--- config.mk ---
export PLATFORM = sky130hd
export DESIGN_NAME = agendador_medida_dht11
export DESIGN_NICKNAME = d
export VERILOG_FILES = /design/src/rtl/agendador_medida_dht11.sv
export SDC_FILE = /design/constraint.sdc
export NUM_CORES = 1
export LEC_CHECK = 0
export ABC_AREA = 1
export ABC_CLOCK_PERIOD_IN_PS = 2420
export CORE_MARGIN = 8
export CORE_UTILIZATION = 35
export DETAILED_ROUTE_END_ITERATION = 8
export PLACE_DENSITY = 0.63
export SETUP_SLACK_MARGIN = 0.3
export SLEW_MARGIN = 20
export SYNTH_ARGS = -nofsm -noshare
export SYNTH_HDL_FRONTEND = slang
export SYNTH_SLANG_ARGS = --single-unit
--- constraint.sdc ---
create_clock -name clock -period 2.42 [get_ports clock]
set_input_delay 0.484 -clock clock [delete_from_list [all_inputs] [get_ports clock]]
set_output_delay 0.484 -clock clock [all_outputs]
set_load 0.01 [all_outputs]
--- src/rtl/agendador_medida_dht11.sv ---
// Periodic DHT11 read scheduler: fires medir every PERIODO cycles while ligar is set, keeps the
// last good reading, counts consecutive failed reads and flags a dead sensor.
module agendador_medida_dht11 #(
    parameter int PERIODO      = 100_000_000,
    parameter int TIMEOUT_RESP = 75_000_000,
    parameter int MAX_ERROS    = 3
) (
    input  logic        clock,
    input  logic        reset,
    input  logic        ligar,
    input  logic        pronto,
    input  logic        erro,
    input  logic [15:0] temperatura_in,
    input  logic [15:0] umidade_in,
    output logic        medir,
    output logic [15:0] temperatura,
    output logic [15:0] umidade,
    output logic        nova_medida,
    output logic        falha_sensor,
    output logic [2:0]  db_estado
);

    localparam int PW = (PERIODO > 1) ? $clog2(PERIODO) : 1;
    localparam int TW = (TIMEOUT_RESP > 1) ? $clog2(TIMEOUT_RESP) : 1;
    localparam int EW = $clog2(MAX_ERROS + 1);

    typedef enum logic [2:0] {
        INICIAL    = 3'd0,
        DISPARA    = 3'd1,
        AGUARDA    = 3'd2,
        REGISTRA   = 3'd3,
        CONTA_ERRO = 3'd4,
        ESPERA     = 3'd5
    } estado_t;

    estado_t        estado, estado_next;
    logic [PW-1:0]  cnt_periodo;
    logic [TW-1:0]  cnt_timeout;
    logic [EW-1:0]  cnt_erros;
    logic [15:0]    temp_buf, umid_buf;

    always_ff @(posedge clock or negedge reset) begin
        if (!reset) estado <= INICIAL;
        else        estado <= estado_next;
    end

    always_comb begin
        estado_next = estado;
        case (estado)
            INICIAL:    if (ligar) estado_next = DISPARA;
            DISPARA:    estado_next = AGUARDA;
            AGUARDA: begin
                // erro wins over pronto: a simultaneous pair is a failed read
                if (erro)                                       estado_next = CONTA_ERRO;
                else if (pronto)                                estado_next = REGISTRA;
                else if (cnt_timeout == TW'(TIMEOUT_RESP - 1))  estado_next = CONTA_ERRO;
            end
            REGISTRA, CONTA_ERRO: estado_next = ESPERA;
            ESPERA: begin
                if (!ligar)                                 estado_next = INICIAL;
                else if (cnt_periodo == PW'(PERIODO - 1))   estado_next = DISPARA;
            end
            default:    estado_next = INICIAL;
        endcase
    end

    // Period counter reads 0 during the DISPARA cycle, so pulses land exactly PERIODO apart
    always_ff @(posedge clock or negedge reset) begin
        if (!reset)                       cnt_periodo <= '0;
        else if (estado_next == DISPARA)  cnt_periodo <= '0;
        else if (estado != INICIAL)       cnt_periodo <= cnt_periodo + 1'b1;
    end

    always_ff @(posedge clock or negedge reset) begin
        if (!reset)                   cnt_timeout <= '0;
        else if (estado == DISPARA)   cnt_timeout <= '0;
        else if (estado == AGUARDA)   cnt_timeout <= cnt_timeout + 1'b1;
    end

    always_ff @(posedge clock or negedge reset) begin
        if (!reset) begin
            temp_buf     <= '0;
            umid_buf     <= '0;
            temperatura  <= '0;
            umidade      <= '0;
            cnt_erros    <= '0;
            falha_sensor <= 1'b0;
        end else begin
            if (estado == AGUARDA && pronto && !erro) begin
                temp_buf <= temperatura_in;
                umid_buf <= umidade_in;
            end
            if (estado == REGISTRA) begin
                temperatura  <= temp_buf;
                umidade      <= umid_buf;
                cnt_erros    <= '0;
                falha_sensor <= 1'b0;
            end
            if (estado == CONTA_ERRO) begin
                if (cnt_erros < EW'(MAX_ERROS))
                    cnt_erros <= cnt_erros + 1'b1;
                if (cnt_erros >= EW'(MAX_ERROS - 1))
                    falha_sensor <= 1'b1;
            end
        end
    end

    assign medir       = (estado == DISPARA);
    assign nova_medida = (estado == REGISTRA);
    assign db_estado   = estado;

endmodule

# == Yosys cells after proc, flatten, opt, wreduce, memory -nomap -nowiden ==
# Index checks and enable logic that the tools add are counted.
# totals
reg_bits,124
latchBits,0
mem_bits_rw,0
mem_bits_ro,0
in_bits,37
out_inout_bits,38
elab_cells,47
memories,0
# classes
add_sub_neg,3
n_mul,0
div_mod_pow,0
order_cmp,2
eq_ne,8
n_shift,0
mux,17
n_bitwise,0
n_reduce_logical,8
# op_table
operator,count
$mux 27,4
$add 27x1->27 const B,2
$eq 27x27->1 const B,2
$mux 3,6
$pmux 3 s5,1
$eq 3x1->1 const B,2
$eq 3x2->1 const B,2
$eq 3x3->1 const B,2
$mux 2,3
$reduce_bool 2->1,2
$logic_not 3->1,1
$mux 1,3
$reduce_bool 3->1,1
$add 2x1->2 const B,1
$ge 2x2->1 const B,1
$logic_and 1x1->1,2
$lt 2x2->1 const B,1
$reduce_or 2->1,1
$logic_not 1->1,1

# == Logic depth before layout (Yosys ltp) ==
# logic_depth
word_depth,7
ltp_mapped,12
mapped_depth_nobuf,12

# == Least setup slack after synthesis ==
# No wires, ideal clock.
# synth_path
kind,register to register
startpoint,register cnt_periodo[0]
endpoint,register cnt_periodo[16]
setup_ns,0.112
t_arrival_ns,1.557
required_time_ns,2.308
setup_slack_ns,0.751
stages_incl_launch_ff,12
path_buffers,1
synth_period_minus_slack_ns,1.669
path_cell_list,dfrtp_1 > ha_1 > nand2_1 > nor2_1 > nand2_1 > nor2_1 > nand2_1 > a21oi_2 > nand3b_4 > buf_4 > nand2_1 > inv_2
# synth_between
elab_chain_len,6
word_cells_on_any_way,9
# synth_lines
element,line,source
"start, declared",37,logic [PW-1:0] cnt_periodo;
"start signal, assigned",71,else if (estado != INICIAL) cnt_periodo <= cnt_periodo + 1'b1;
$eq 27x27->1,61,else if (cnt_periodo == PW'(PERIODO - 1)) estado_next = DISPARA;
$mux 3,61,
$mux 3,60,if (!ligar) estado_next = INICIAL;
$pmux 3 s5,49,case (estado)
$eq 3x1->1,70,else if (estado_next == DISPARA) cnt_periodo <= '0;
$mux 27 or $reduce_bool 2->1 (tied branches),n/a,
# Several ways; a longest one is shown, not always the timed one. The select of a mux whose other input is x is not followed.
# A chain may end at the register's enable or synchronous reset.

# == Final worst setup path ==
# layout_path
startpoint,"register estado[2], in the netlist db_estado[2]"
endpoint,output db_estado[2]
# layout_lines
element,line,source
"start, declared",36,"estado_t estado, estado_next;"
"start signal, assigned",44,else estado <= estado_next;
"end, declared",20,output logic [2:0] db_estado
# No word-level cell between the ends.

==> reports/results.txt <==
status: finished clean
Async SR Flop Fraction: 100%
DP HPWL: 10.2 mm
setup violators final: 0
Worst R2R Start: cnt_timeout[1]
Yosys warning total: 0
Synth Area in XOR/XNOR: 2.72%
final hold vios: 0
syn_area_per_cell: 7.90 um^2
gr ovfl total: 0
Leakage: 3.98 nW
Clock Path Buffers: 2
Fmax: 499 MHz
RSZ-0062 raised after global routing: true
TritonRoute pass-1 iters: 5
via count: 5,156
H-tree levels: 4
Worst Tran Pin Value: 0.616 ns
Req. time, crit path: 1.94 ns
CP Class: reg2out
Max Cap Viol: 0
Peak VDD IR: 580 uV
mean number of vias per cell: 4.69
crit path DAT: 1.52 ns
#FFs+latches synth: 124
Synth top area share: 50.7%
initial core utilization: 35.6%
post-layout min period: 2.00 ns
compound-cell area share of the yosys netlist: 6.62%
number of synthesized flops with an enable pin: 0
row cnt: 48
worst-skew pair later-pin latency: 0.42 ns
total track usage: 14.1%
die height: 148 um
Hold WC Path Type: in2async
largest net degree at the start of global routing: 53
Synth Area in Simple Gates: 26.8%
core region area: 17,200 um^2
cells along the critical path: clkdlybuf4s50_1
Power per Cell Area: 1030 nW/um^2
Final Max Slew Viols: 0
top cells by area, synth: dfrtp_1 (51%), nand2_1 (13%), inv_1 (7.0%), nor2_1 (5.0%), nand3_1 (3.5%)
DP Worst Slack: 0.304 ns
CP bufs+invs: 1
commonest non-fill, non-tap cell in the layout: nand2_1
setup ws final: 0.418 ns
I/O pins: 75
# DRC: 0
slowest CP cell: clkdlybuf4s50_1
Final #Nets: 903
area leader, netlist: dfrtp_1
ys flop type: dfrtp_1
net count after synthesis: 816
Fill cells: 1,718
Clk pin slew, worst setup/hold paths: 0.06 ns
Worst path max stage delay: 0.60 ns
CTS Root Buffer Type: clkbuf_16
layout cell share with drive strength beyond 1: 9.37%
final setup skew: 0.0110 ns
mux contribution to synthesized area: 2.76%
sequential share of the synthesized area: 50.7%
Num CTS Buffers: 17
Synth Instances: 775
Post-Synth Adder-Cell Area: 0.817%
Setup TNS: 0 ns
RR Endpoint: cnt_periodo[4]
Die Wd: 148 um
crit path launch type: flip-flop
commonest cells after routing, fill and taps aside: nand2_1 (214), dfrtp_1 (124), inv_1 (114)
post-route ant nets: 0
CP endpoint kind: output pin
fin crit share: 82.7%
R2R setup slack: 0.49 ns
synth-to-layout area growth: 28.1%
total clock sinks: 124
Finished Cell Area: 7840 um^2
die area: 22,000 um^2
gp weighted congestion: 0.904
initial DRC count: 417
antenna fix cells: 0
Overall Power: 8.11 mW
worst reg2reg path depth: 11
family with the most delay on the worst path: buffers and inverters
WL/cell: 13.4 um
post-synth cell types: 36
first-pass GRT wire length: 25.1 mm
synthesized area: 6120 um^2
WHS: 0.0728 ns
Max Fanout on Critical Path: 6
CTS tree: done
largest family of logic cells by synthesized area: simple AND/OR/NAND/NOR gates
drt total wl: 14.8 mm
vias in the first global route: 5,110
Slew headroom: 58.9%
initial antenna violation count: 0
input/output buffers: 74
dpl cell area: 7170 um^2
==> cell usage after synthesis (5+ instances only) <==
master / n
nor2_1: 81
xnor2_1: 5
nand3_1: 43
inv_1: 114
nand4_1: 21
o21ai_0: 38
mux2_1: 14
nor3_1: 13
a21oi_1: 23
dfrtp_1: 124
buf_2: 7
nand2_1: 215
inv_2: 20
xor2_1: 14
clkbuf_1: 8
==> worst max-delay path by stage <==
stage | from | end | cells past startpoint
finish | db_estado[2] | db_estado[2] | 1
global route | cnt_timeout[1] | cnt_periodo[4] | 11
CTS | db_estado[1] | medir | 4
detailed placement | ligar | cnt_periodo[16] | 7
global placement | ligar | cnt_periodo[7] | 7
floorplan | cnt_periodo[0] | cnt_periodo[16] | 11
==> power breakdown <==
group	internal, mW	switching (mW)	leakage (nW)	total (mW)
registers	2.67	0.325	1.59	2.99
clock network	1.85	0.916	0.310	2.76
logic	1.05	1.31	2.08	2.36
==> flip-flops by register name, indices dropped and copies added (netlist names) <==
signal	count
db_estado	3
falha_sensor	1
cnt_periodo	27
cnt_timeout	27
umidade	16
temp_buf	16
umid_buf	16
temperatura	16
cnt_erros	2
==> kinds of logic after synthesis <==
family	after synthesis
adders and majority gates	4
buffers and inverters	152
DFF	124
AOI/OAI and AO/OA	75
muxes	15
xor gates and xnor gates	19
and+or+nand+nor	386
==> stage by stage <==
stage	util [%]	cells
after global routing	45.7	1100
after CTS	45.5	1099
after global placement	41.7	1067
final	45.7	1100
after detailed placement	41.7	1067
after floorplan	-	775
==> cell type report <==
type,instances,area (um^2),share of cell area (%)
well taps,225,282,3.59
clock inverters,12,194,2.47
multi-input cells,500,2470,31.5
inverters,134,503,6.41
repair buffers,85,843,10.8
flip-flops and latches,124,3100,39.6
clock buffers,20,447,5.70
==> timing repair <==
item,CTS,global route
endpoints found under the hold margin,0,0
endpoints found under the setup margin,2,29
buffers inserted,0,0
resized for setup,2,8
cloned,0,1
hold buffers,0,0
pin swaps,0,1
==> layer usage <==
layer  share of wire, %  vias up  wire length [um]  track usage [%]
met5                  0        -                 0                0
met4                1.6        0               234             5.25
met3                9.5       21              1410             6.35
met2                 42      160              6140             20.0
met1                 47     2387              6990             18.4
li1                   -     2588                 -                -
Power figures use the tool's default switching activity.
